### src/rtl/adc_spi_scheduler_if.sv
// adc_spi_scheduler_if: sample-in / frame-out bundle of the ADC-to-SPI scheduler.
// The master modport is the scheduler's view; the slave modport is the
// ADC + transmitter side that surrounds it.
interface adc_spi_scheduler_if #(
    parameter int ADC_WIDTH       = 8,
    parameter int FIFO_DEPTH_BITS = 2
);
    logic                       enable;
    logic                       sample_rdy;
    logic [ADC_WIDTH-1:0]       sample_data;
    logic                       tx_busy;
    logic                       tx_start;
    logic [ADC_WIDTH:0]         tx_data;
    logic [FIFO_DEPTH_BITS:0]   fifo_level;
    logic                       overflow;

    modport master (
        input  enable, sample_rdy, sample_data, tx_busy,
        output tx_start, tx_data, fifo_level, overflow
    );

    modport slave (
        output enable, sample_rdy, sample_data, tx_busy,
        input  tx_start, tx_data, fifo_level, overflow
    );
endinterface

### src/rtl/adc_spi_scheduler.sv
// adc_spi_scheduler: buffers ADC samples in a small FIFO and feeds them to the
// 9-bit SPI debug transmitter through a start/busy handshake, inserting a
// status frame (dropped-sample count) after every STATUS_PERIOD sample frames.
// Optional busy-rise watchdog: define ADC_SCHED_TIMEOUT_EN to enable it.
module adc_spi_scheduler #(
    parameter int ADC_WIDTH       = 8,
    parameter int FIFO_DEPTH_BITS = 2,
    parameter int STATUS_PERIOD   = 16
`ifdef ADC_SCHED_TIMEOUT_EN
    ,
    parameter int TIMEOUT_CYCLES  = 15
`endif
) (
    input  logic                  clk,
    input  logic                  rstn,
    adc_spi_scheduler_if.master   bus
);

    localparam int DEPTH = 1 << FIFO_DEPTH_BITS;
    localparam logic [FIFO_DEPTH_BITS:0]   LVL_FULL = (FIFO_DEPTH_BITS+1)'(DEPTH);
    localparam logic [FIFO_DEPTH_BITS:0]   LVL_ONE  = (FIFO_DEPTH_BITS+1)'(1);
    localparam logic [FIFO_DEPTH_BITS-1:0] PTR_ONE  = FIFO_DEPTH_BITS'(1);
    localparam logic [ADC_WIDTH-1:0]       DROP_MAX = '1;
    localparam logic [ADC_WIDTH-1:0]       DROP_ONE = ADC_WIDTH'(1);

    typedef enum logic [1:0] {
        IDLE      = 2'd0,
        LAUNCH    = 2'd1,
        WAIT_BUSY = 2'd2,
        WAIT_DONE = 2'd3
    } state_t;

    state_t                     state_reg;
    state_t                     state_next;

    logic [ADC_WIDTH-1:0]       mem [DEPTH];
    logic [FIFO_DEPTH_BITS-1:0] wr_ptr_reg;
    logic [FIFO_DEPTH_BITS-1:0] rd_ptr_reg;
    logic [FIFO_DEPTH_BITS:0]   level_reg;

    logic [ADC_WIDTH:0]         tx_data_reg;
    logic                       tx_start_reg;
    logic                       frame_is_sample_reg;
    logic [ADC_WIDTH-1:0]       drop_cnt_reg;
    logic                       overflow_reg;
    logic                       status_pend;

    logic                       fifo_full;
    logic                       fifo_empty;
    logic                       sample_req;
    logic                       push;
    logic                       pop;
    logic                       drop;
    logic                       load_status;
    logic                       frame_done;
    logic                       overflow_set;

    assign fifo_full  = (level_reg == LVL_FULL);
    assign fifo_empty = (level_reg == '0);
    assign sample_req = bus.sample_rdy & bus.enable;
    // A full FIFO still accepts the sample if the head leaves in the same cycle.
    assign push       = sample_req & (~fifo_full | pop);
    assign drop       = sample_req & fifo_full & ~pop;

`ifdef ADC_SCHED_TIMEOUT_EN
    // The LAUNCH cycle is the first cycle of the watchdog window, so WAIT_BUSY
    // itself may last TIMEOUT_CYCLES-1 cycles before the frame is abandoned.
    localparam int TO_W = (TIMEOUT_CYCLES > 2) ? $clog2(TIMEOUT_CYCLES) : 1;
    localparam logic [TO_W-1:0] TO_LIMIT = TO_W'(TIMEOUT_CYCLES - 2);
    localparam logic [TO_W-1:0] TO_ONE   = TO_W'(1);

    logic [TO_W-1:0] to_cnt_reg;
    logic            timeout;

    // Watchdog counter: cleared in LAUNCH, advances every WAIT_BUSY cycle
    always_ff @(posedge clk or negedge rstn) begin
        if (!rstn) begin
            to_cnt_reg <= '0;
        end else if (state_reg == LAUNCH) begin
            to_cnt_reg <= '0;
        end else if (state_reg == WAIT_BUSY) begin
            to_cnt_reg <= to_cnt_reg + TO_ONE;
        end
    end
`endif

    // Next-state and per-cycle strobes of the frame sequencer
    always_comb begin
        state_next  = state_reg;
        load_status = 1'b0;
        pop         = 1'b0;
        frame_done  = 1'b0;
`ifdef ADC_SCHED_TIMEOUT_EN
        timeout     = 1'b0;
`endif
        case (state_reg)
            IDLE: begin
                if (status_pend) begin
                    load_status = 1'b1;
                    state_next  = LAUNCH;
                end else if (!fifo_empty && !bus.tx_busy) begin
                    pop        = 1'b1;
                    state_next = LAUNCH;
                end
            end
            LAUNCH: begin
                state_next = WAIT_BUSY;
            end
            WAIT_BUSY: begin
                if (bus.tx_busy) begin
                    state_next = WAIT_DONE;
                end
`ifdef ADC_SCHED_TIMEOUT_EN
                else if (to_cnt_reg == TO_LIMIT) begin
                    timeout    = 1'b1;
                    state_next = IDLE;
                end
`endif
            end
            WAIT_DONE: begin
                if (!bus.tx_busy) begin
                    frame_done = 1'b1;
                    state_next = IDLE;
                end
            end
            default: begin
                state_next = IDLE;
            end
        endcase
    end

`ifdef ADC_SCHED_TIMEOUT_EN
    assign overflow_set = drop | timeout;
`else
    assign overflow_set = drop;
`endif

    // State register; tx_start is high exactly while the FSM sits in LAUNCH
    always_ff @(posedge clk or negedge rstn) begin
        if (!rstn) begin
            state_reg    <= IDLE;
            tx_start_reg <= 1'b0;
        end else begin
            state_reg    <= state_next;
            tx_start_reg <= (state_next == LAUNCH);
        end
    end

    // Sample storage: write port only, no reset so it maps onto RAM
    always_ff @(posedge clk) begin
        if (push) begin
            mem[wr_ptr_reg] <= bus.sample_data;
        end
    end

    // FIFO pointers and registered occupancy
    always_ff @(posedge clk or negedge rstn) begin
        if (!rstn) begin
            wr_ptr_reg <= '0;
            rd_ptr_reg <= '0;
            level_reg  <= '0;
        end else begin
            if (push) begin
                wr_ptr_reg <= wr_ptr_reg + PTR_ONE;
            end
            if (pop) begin
                rd_ptr_reg <= rd_ptr_reg + PTR_ONE;
            end
            case ({push, pop})
                2'b10:   level_reg <= level_reg + LVL_ONE;
                2'b01:   level_reg <= level_reg - LVL_ONE;
                default: level_reg <= level_reg;
            endcase
        end
    end

    // Frame register: registered read of the FIFO head or the status word
    always_ff @(posedge clk or negedge rstn) begin
        if (!rstn) begin
            tx_data_reg         <= '0;
            frame_is_sample_reg <= 1'b0;
        end else if (load_status) begin
            tx_data_reg         <= {1'b1, drop_cnt_reg};
            frame_is_sample_reg <= 1'b0;
        end else if (pop) begin
            tx_data_reg         <= {1'b0, mem[rd_ptr_reg]};
            frame_is_sample_reg <= 1'b1;
        end
    end

    // Saturating drop counter, restarted whenever a status frame is loaded
    always_ff @(posedge clk or negedge rstn) begin
        if (!rstn) begin
            drop_cnt_reg <= '0;
        end else if (load_status) begin
            drop_cnt_reg <= drop ? DROP_ONE : '0;
        end else if (drop && drop_cnt_reg != DROP_MAX) begin
            drop_cnt_reg <= drop_cnt_reg + DROP_ONE;
        end
    end

    // Sticky overflow flag
    always_ff @(posedge clk or negedge rstn) begin
        if (!rstn) begin
            overflow_reg <= 1'b0;
        end else if (overflow_set) begin
            overflow_reg <= 1'b1;
        end
    end

    generate
        if (STATUS_PERIOD > 0) begin : g_status
            localparam int FC_W = $clog2(STATUS_PERIOD + 1);
            logic [FC_W-1:0] frame_cnt_reg;
            logic            status_pend_reg;

            // Count completed sample frames and request a status frame every STATUS_PERIOD
            always_ff @(posedge clk or negedge rstn) begin
                if (!rstn) begin
                    frame_cnt_reg   <= '0;
                    status_pend_reg <= 1'b0;
                end else begin
                    if (load_status) begin
                        status_pend_reg <= 1'b0;
                    end
                    if (frame_done && frame_is_sample_reg) begin
                        if (int'(frame_cnt_reg) + 1 == STATUS_PERIOD) begin
                            frame_cnt_reg   <= '0;
                            status_pend_reg <= 1'b1;
                        end else begin
                            frame_cnt_reg <= frame_cnt_reg + FC_W'(1);
                        end
                    end
                end
            end

            assign status_pend = status_pend_reg;
        end else begin : g_no_status
            assign status_pend = 1'b0;
        end
    endgenerate

    assign bus.tx_start   = tx_start_reg;
    assign bus.tx_data    = tx_data_reg;
    assign bus.fifo_level = level_reg;
    assign bus.overflow   = overflow_reg;

endmodule

### src/flat_wrapper.sv
// flat-port wrapper written by rule: the top's interface ports become plain ports
module adc_spi_scheduler_flat 
#(
    parameter int ADC_WIDTH       = 8,
    parameter int FIFO_DEPTH_BITS = 2,
    parameter int STATUS_PERIOD   = 16

)
  (clk, rstn, bus_enable, bus_sample_rdy, bus_sample_data, bus_tx_busy, bus_tx_start, bus_tx_data, bus_fifo_level, bus_overflow);
  adc_spi_scheduler_if #(.ADC_WIDTH(ADC_WIDTH), .FIFO_DEPTH_BITS(FIFO_DEPTH_BITS)) bus_i ();
  input  logic clk;
  input  logic rstn;
  input wire logic [$bits(bus_i.enable)-1:0] bus_enable;
  input wire logic [$bits(bus_i.sample_rdy)-1:0] bus_sample_rdy;
  input wire logic [$bits(bus_i.sample_data)-1:0] bus_sample_data;
  input wire logic [$bits(bus_i.tx_busy)-1:0] bus_tx_busy;
  output wire logic [$bits(bus_i.tx_start)-1:0] bus_tx_start;
  output wire logic [$bits(bus_i.tx_data)-1:0] bus_tx_data;
  output wire logic [$bits(bus_i.fifo_level)-1:0] bus_fifo_level;
  output wire logic [$bits(bus_i.overflow)-1:0] bus_overflow;
  assign bus_i.enable = bus_enable;
  assign bus_i.sample_rdy = bus_sample_rdy;
  assign bus_i.sample_data = bus_sample_data;
  assign bus_i.tx_busy = bus_tx_busy;
  assign bus_tx_start = bus_i.tx_start;
  assign bus_tx_data = bus_i.tx_data;
  assign bus_fifo_level = bus_i.fifo_level;
  assign bus_overflow = bus_i.overflow;
  adc_spi_scheduler #(.ADC_WIDTH(ADC_WIDTH), .FIFO_DEPTH_BITS(FIFO_DEPTH_BITS), .STATUS_PERIOD(STATUS_PERIOD)) u_core (.clk(clk), .rstn(rstn), .bus(bus_i));
endmodule
### config.mk
export PLATFORM = sky130hd
export DESIGN_NAME = adc_spi_scheduler_flat
export DESIGN_NICKNAME = d
export VERILOG_FILES = /design/src/rtl/adc_spi_scheduler_if.sv /design/src/rtl/adc_spi_scheduler.sv /design/src/flat_wrapper.sv
export SDC_FILE = /design/constraint.sdc
export NUM_CORES = 1
export LEC_CHECK = 0
export CELL_PAD_IN_SITES_DETAIL_PLACEMENT = 1
export CELL_PAD_IN_SITES_GLOBAL_PLACEMENT = 1
export CORE_ASPECT_RATIO = 0.9
export CORE_MARGIN = 4
export CORE_UTILIZATION = 58
export CTS_BUF_LIST = sky130_fd_sc_hd__clkbuf_4 sky130_fd_sc_hd__clkbuf_8
export DETAILED_ROUTE_END_ITERATION = 16
export DONT_BUFFER_PORTS = 1
export PLACE_DENSITY = 0.88
export SETUP_SLACK_MARGIN = 0.4
export SLEW_MARGIN = 20
export SYNTH_ARGS = -nofsm -noshare
export SYNTH_HDL_FRONTEND = slang
export SYNTH_SLANG_ARGS = --single-unit
### constraint.sdc
create_clock -name clk -period 5.95 [get_ports clk]
set_input_delay 1.19 -clock clk [delete_from_list [all_inputs] [get_ports clk]]
set_output_delay 1.19 -clock clk [all_outputs]
set_load 0.03 [all_outputs]
==> results.py, run 1 <==
metrics = {
    "status": {
        "status": "finished clean",
    },
    "critical_path": {
        "endpoint_kind": "flip-flop",
        "r2r_slack_ns": 3.32,
        "slowest_stage": "or4_4",
        "cp.arrival_ns": 3.02,
        "cp_num_buf_inv": 2,
        "worstPathRequired_ns": 6.18,
        "crit_path_start_kind": "input pin",
        "path_class": "in2reg",
        "cp_slowest_stage_delay_ns": 0.45,
        "crit_chain": "or4_4 -> a21oi_2 -> inv_1 -> ha_1 -> inv_1 -> fa_1 -> xor2_1 -> nor2_1 -> xor2_1",
        "critPathMaxFanout": 8,
        "crit_family": "simple AND/OR/NAND/NOR gates",
    },
    "floorplan": {
        "dieWidth_um": 83.7,
        "die_y_um": 76.2,
        "design.portCount": 27,
        "core_area_um2": 4920,
        "fp.dieArea_um2": 6380,
        "row_count": 24,
        "initial_core_util": 0.608,
    },
    "clocking": {
        "clk_pin_slew_ns": 0.08,
        "post_cts_resized": 0,
        "clk_latency_ns": 0.35,
        "cts_buffers": 9,
        "cts_buffer_depth": 2,
        "ctsHoldBuffers": 0,
        "htreeDepth": 3,
        "post_cts_buffers": 0,
        "cts_tree": "done",
        "clkSinkCount": 67,
        "cts_root_buf": "clkbuf_8",
    },
    "timing": {
        "slew-limit-headroom": 0.602,
        "drv_slew": 0,
        "post-route-period-util": 0.469,
        "hold_violations": 0,
        "fin_worst_skew_ns": 0.00991,
        "min_period_ns": 2.79,
        "max_slew.worst_pin.slew_ns": 0.592,
        "rsz0062_at_grt": "false",
        "fmax_mhz": 358,
        "tns_ns": 0,
        "holdWs_ns": 0.522,
        "setup_violations": 0,
    },
    "power": {
        "switching_power_uw": 607,
        "swShare": 0.377,
        "power.leakage_nw": 1.27,
        "p_int_mw": 1.00,
        "p_clk_frac": 0.256,
        "pwr_density_cell_nw_per_um2": 496,
        "pwr-share-seq": 0.525,
        "vdd_drop_max_v": 0.000262,
        "comb_power_share": 0.219,
    },
    "place": {
        "globalplace.congestion": 0.807,
        "io_buffer_count": 0,
        "hpwl_mm": 4.52,
    },
    "logic_synthesis": {
        "ys_types": 49,
        "ys_top_cells_by_count": "35 x dfrtp_1, 32 x edfxtp_1, 20 x nand2_1",
        "ys_warn_count": 0,
        "syn_avg_cell_area_um2": 13.4,
        "syn_nets": 245,
        "ys.flop_type": "dfrtp_1",
        "synthArstFlopShare": 0.522,
        "seq_area_frac_synth": 0.613,
        "yosysMostFrequentCell": "dfrtp_1",
        "synth_edf_count": 32,
        "synth.area.top_cells": "edfxtp_1 32%, dfrtp_1 29%, mux4_2 6.0%, ha_1 3.3%, nand2_1 2.5%",
        "syn_inst": 223,
        "synth-seq-cells": 67,
        "yosysTopAreaCell": "edfxtp_1",
        "synth_area_um2": 2990,
        "synth_top_area_frac": 0.321,
    },
    "routing": {
        "wl_mm": 6.82,
        "drt-initial-drc-count": 157,
        "wl_per_cell_um": 23.0,
        "drc_errors": 0,
        "num_vias": 1885,
        "drt_first_pass_iters": 4,
        "viasPerCell": 6.35,
        "ant_nets": 0,
    },
    "min_path": {
        "hold_class": "in2async",
    },
    "finish": {
        "diodes": 0,
        "drive_gt1_frac": 0.134,
        "fin_nets": 249,
        "areaGrowthSynthToFinish_pct": 8.48,
        "largest_reg_flops": 32,
    },
    "grt": {
        "grt_pass1_vias": 2140,
        "grt_usage": 0.237,
        "grt_pass1_wl_mm": 11.4,
        "grt_max_degree": 36,
        "antenna_found_initial": 0,
        "gr-total-overflow": 0,
    },
    "job": {
        "cap_violations": 0,
    },
}
-- through the flow --
stage | instances | power [mW] | setup WS (ns) | instance area [um^2] | util
floorplan | 223 | 1.08 | 2.98 | 2990 | -
global placement | 281 | 1.14 | 2.99 | 3030 | 0.616
detailed placement | 281 | 1.19 | 2.89 | 3030 | 0.616
CTS | 297 | 1.63 | 3.18 | 3250 | 0.660
global route | 297 | 1.71 | 3.06 | 3250 | 0.660
finish | 297 | 1.61 | 3.16 | 3250 | 0.660
-- cells in the final DEF (no fill, tap or decap), drive strengths merged, types with 2 or more instances in the layout --
cell / count
clkinv: 4
and3: 3
nor2b: 2
dfrtp: 35
o311ai: 2
o21ai: 9
and2: 5
nand4: 3
xor2: 3
or4: 2
mux2i: 2
or2: 2
nand3: 7
a22oi: 4
ha: 8
bufinv: 2
xnor2: 5
nand2: 20
o41ai: 2
edfxtp: 32
a21oi: 11
o32ai: 4
nand4b: 2
clkbuf: 9
nor2: 8
nor3: 4
mux4: 8
inv: 17
nor3b: 2
-- layout make-up --
class	instances	area, um^2
fillers	487	1680
multi-input cells	132	1050
flip-flops and latches	67	1840
inverters	17	63.8
well taps	65	81.3
clock inverters	7	92.6
clock buffers	9	124
-- layer usage --
layer  vias up  track usage  routed length, um
li1        827            -                  -
met1       970        0.277               2750
met2        62        0.389               3480
met3        26       0.0919                369
met4         0        0.101                219
met5         -            0                  0
-- logic make-up after synthesis --
| logic type | synth area share |
|---|---|
| compound gates | 0.0915 |
| xor+xnor | 0.0234 |
| fa+ha+maj | 0.0401 |
| buf+inv | 0.0359 |
| flops | 0.613 |
| mux | 0.0669 |
| simple gates | 0.129 |
-- power by group through the flow --
stage	clock network [mW]	logic, mW	registers, mW
2_1_floorplan	0	0.305	0.780
3_3_place_gp	0	0.308	0.837
3_5_place_dp	0	0.336	0.853
4_1_cts	0.422	0.354	0.849
5_1_grt	0.447	0.395	0.869
6_report	0.413	0.352	0.847
-- worst paths after layout --
check                                                     start                          to  depth (start not counted)
worst max-delay path                                bus_tx_busy    u_core.bus.fifo_level[2]                          9
max in group asynchronous                                  rstn        u_core.rd_ptr_reg[0]                          0
worst min register to register       u_core.frame_is_sample_reg  u_core.frame_is_sample_reg                          2
worst min-delay path                                       rstn       u_core.bus.tx_data[2]                          0
min in group clk                     u_core.frame_is_sample_reg  u_core.frame_is_sample_reg                          2
worst max register to register  u_core.g_status.status_pend_reg    u_core.bus.fifo_level[2]                          9
(Power assumes the default switching activity.)
==> run 2: changes to the inputs <==
--- a/config.mk
+++ b/config.mk
@@ -9,11 +9,11 @@
 export CELL_PAD_IN_SITES_GLOBAL_PLACEMENT = 1
 export CORE_ASPECT_RATIO = 0.9
 export CORE_MARGIN = 4
-export CORE_UTILIZATION = 58
+export CORE_UTILIZATION = 49
 export CTS_BUF_LIST = sky130_fd_sc_hd__clkbuf_4 sky130_fd_sc_hd__clkbuf_8
 export DETAILED_ROUTE_END_ITERATION = 16
 export DONT_BUFFER_PORTS = 1
-export PLACE_DENSITY = 0.88
+export PLACE_DENSITY = 0.79
 export SETUP_SLACK_MARGIN = 0.4
 export SLEW_MARGIN = 20
 export SYNTH_ARGS = -nofsm -noshare
==> constraint.sdc (replaced) <==
create_clock -name clk -period 2.4 [get_ports clk]
set_input_delay 0.48 -clock clk [delete_from_list [all_inputs] [get_ports clk]]
set_output_delay 0.48 -clock clk [all_outputs]
set_load 0.03 [all_outputs]
==> run 2 against run 1 <==
Against the previous run: via count increased by 1.8%; global-route usage down 4.1 points; largest cell class unchanged; first-iteration DRC count decreased by 34%; routed wire length is 4.1% lower; worst setup slack got worse by 2.9 ns; hold slack worse by 0.29 ns; design area rose by 6.1%; sequential power is 140% higher; clock power rose by 130%; clock skew grew 0.0017 ns.
==> results.py, run 2 (same netlist as run 1, synthesis figures left out) <==
metrics = {
    "job": {
        "cap_violations": 0,
    },
    "timing": {
        "min_period_ns": 2.15,
        "fin_worst_skew_ns": 0.0116,
        "tns_ns": 0,
        "max_slew.worst_pin.slew_ns": 0.583,
        "drv_slew": 0,
        "post-route-period-util": 0.897,
        "fmax_mhz": 465,
        "hold_violations": 0,
        "rsz0062_at_grt": "true",
        "setup_violations": 0,
        "slew-limit-headroom": 0.611,
    },
    "critical_path": {
        "crit_family": "simple AND/OR/NAND/NOR gates",
        "endpoint_kind": "flip-flop",
        "path_depth": 8,
        "worstPathRequired_ns": 2.67,
        "r2r-end": "u_core.bus.fifo_level[2]",
        "crit_path_start_kind": "flip-flop",
        "cp_num_buf_inv": 1,
        "path_common_cell": "xor2_1",
        "path_class": "reg2reg",
        "cp.arrival_ns": 2.42,
        "slowest_stage": "dfrtp_1",
        "r2r_slack_ns": 0.25,
        "crit_chain": "or2_4 -> nor4_4 -> ha_4 -> inv_2 -> fa_2 -> xor2_1 -> nor2_1 -> xor2_1",
        "critPathMaxFanout": 5,
        "rr_worst_depth": 8,
        "cp_slowest_stage_delay_ns": 0.44,
        "r2r_start": "u_core.state_reg[1]",
    },
    "finish": {
        "drive_gt1_frac": 0.250,
        "final_cell_area_um2": 3450,
        "final_cell_mix": "34 x dfrtp_1, 32 x edfxtp_1, 20 x nand2_1, 18 x buf_4, 15 x inv_1",
        "areaGrowthSynthToFinish_pct": 15.1,
        "layout_commonest_cell": "dfrtp_1",
        "multi_input_area_um2": 1090,
        "diodes": 0,
        "largest_reg_flops": 32,
        "fin_nets": 269,
        "fillers": 572,
        "seqCellArea_um2": 1840,
    },
    "power": {
        "pwr_density_cell_nw_per_um2": 1190,
        "p_total_mw": 4.11,
        "power.leakage_nw": 1.37,
        "vdd_drop_max_v": 0.000547,
    },
    "min_path": {
        "min_from": "bus_sample_data[1]",
        "hold_class": "in2reg",
        "min_to": "u_core.mem[1][1]",
        "hold_depth": 0,
    },
    "routing": {
        "wl_mm": 6.54,
        "wl_per_cell_um": 20.3,
        "num_vias": 1918,
        "ant_nets": 0,
        "drt-initial-drc-count": 104,
        "viasPerCell": 5.96,
        "drc_errors": 0,
        "drt_first_pass_iters": 4,
    },
    "floorplan": {
        "die_y_um": 82.2,
        "initial_core_util": 0.517,
        "fp.dieArea_um2": 7430,
        "design.portCount": 27,
        "dieWidth_um": 90.4,
        "row_count": 26,
        "core_area_um2": 5790,
    },
    "clocking": {
        "cts_root_buf": "clkbuf_8",
        "clk_pin_slew_ns": 0.08,
        "cts_buffers": 9,
        "cts_tree": "done",
        "clk_latency_ns": 0.34,
        "cts_buffer_depth": 2,
        "clkSinkCount": 67,
        "htreeDepth": 3,
    },
    "place": {
        "globalplace.congestion": 0.789,
        "io_buffer_count": 0,
        "dpl-instance-area_um2": 3120,
        "hpwl_mm": 4.38,
    },
    "status": {
        "status": "finished clean",
    },
    "grt": {
        "grt_pass1_vias": 2095,
        "gr-total-overflow": 0,
        "antenna_found_initial": 0,
        "grt_pass1_wl_mm": 10.9,
        "grt_usage": 0.196,
        "grt_max_degree": 36,
    },
}
-- run 2: cell types whose count changed in the layout (fill, tap and decap cells not counted), sizes merged --
| cell | change |
|---|---|
| buf | +19 |
| bufinv | -1 |
| clkinv | -2 |
| dlygate4sd3 | +1 |
| inv | +3 |
-- run 2: routing by layer --
metal,up-vias,track usage,share of wire
met5,-,0,0
met3,16,0.0598,0.045
li1,872,-,-
met2,41,0.339,0.51
met4,0,0.0810,0.023
met1,989,0.233,0.43
-- run 2: worst reg2reg max path, delay by kind of cell (launching register included) --
family	cells	cell delay (ns)
adders and majority gates	2	0.53
and+or+nand+nor	3	0.77
buffers and inverters	1	0.04
xor gates and xnor gates	2	0.31
DFF	1	0.44
-- run 2: power by group --
| group | leakage, nW | total, mW | internal (mW) | switching [mW] |
|---|---|---|---|---|
| combinational | 0.561 | 1.14 | 0.547 | 0.590 |
| clock | 0.100 | 0.948 | 0.487 | 0.462 |
| sequential | 0.713 | 2.02 | 1.50 | 0.520 |
-- run 2: through the flow --
step	worst slack (ns)	hold WS, ns	cells	util
5_1_grt	0.153	0.197	322	0.595
4_1_cts	0.244	0.213	319	0.587
3_3_place_gp	0.296	0.186	295	0.538
3_5_place_dp	0.199	0.186	295	0.538
6_report	0.248	0.229	322	0.595
2_1_floorplan	0.190	0.184	223	-
-- run 2: how the worst max path moves through the flow --
stage	from	to	slack, ns
global placement	u_core.state_reg[0]	u_core.bus.fifo_level[2]	0.30
floorplan	u_core.state_reg[0]	u_core.bus.fifo_level[2]	0.19
detailed placement	u_core.state_reg[1]	u_core.bus.fifo_level[2]	0.20
finish	u_core.state_reg[1]	u_core.bus.fifo_level[2]	0.25
global route	u_core.state_reg[1]	u_core.bus.fifo_level[2]	0.15
CTS	u_core.state_reg[1]	u_core.bus.fifo_level[2]	0.24
-- run 2: area by class of cell --
cell class,instances,area share
Sequential cell,67,0.533
Multi-Input combinational cell,132,0.318
Timing Repair Buffer,20,0.0479
Clock buffer,9,0.0359
Tap cell,70,0.0254
Clock inverter,7,0.0214
Inverter,17,0.0185
-- run 2: what timing repair did --
action | in CTS | in global routing
gates resized for setup | 5 | 6
endpoints found under the setup margin | 34 | 9
hold buffers | 2 | 0
pin swaps | 8 | 8
hold endpoints to repair | 35 | 0
buffers inserted | 6 | 3
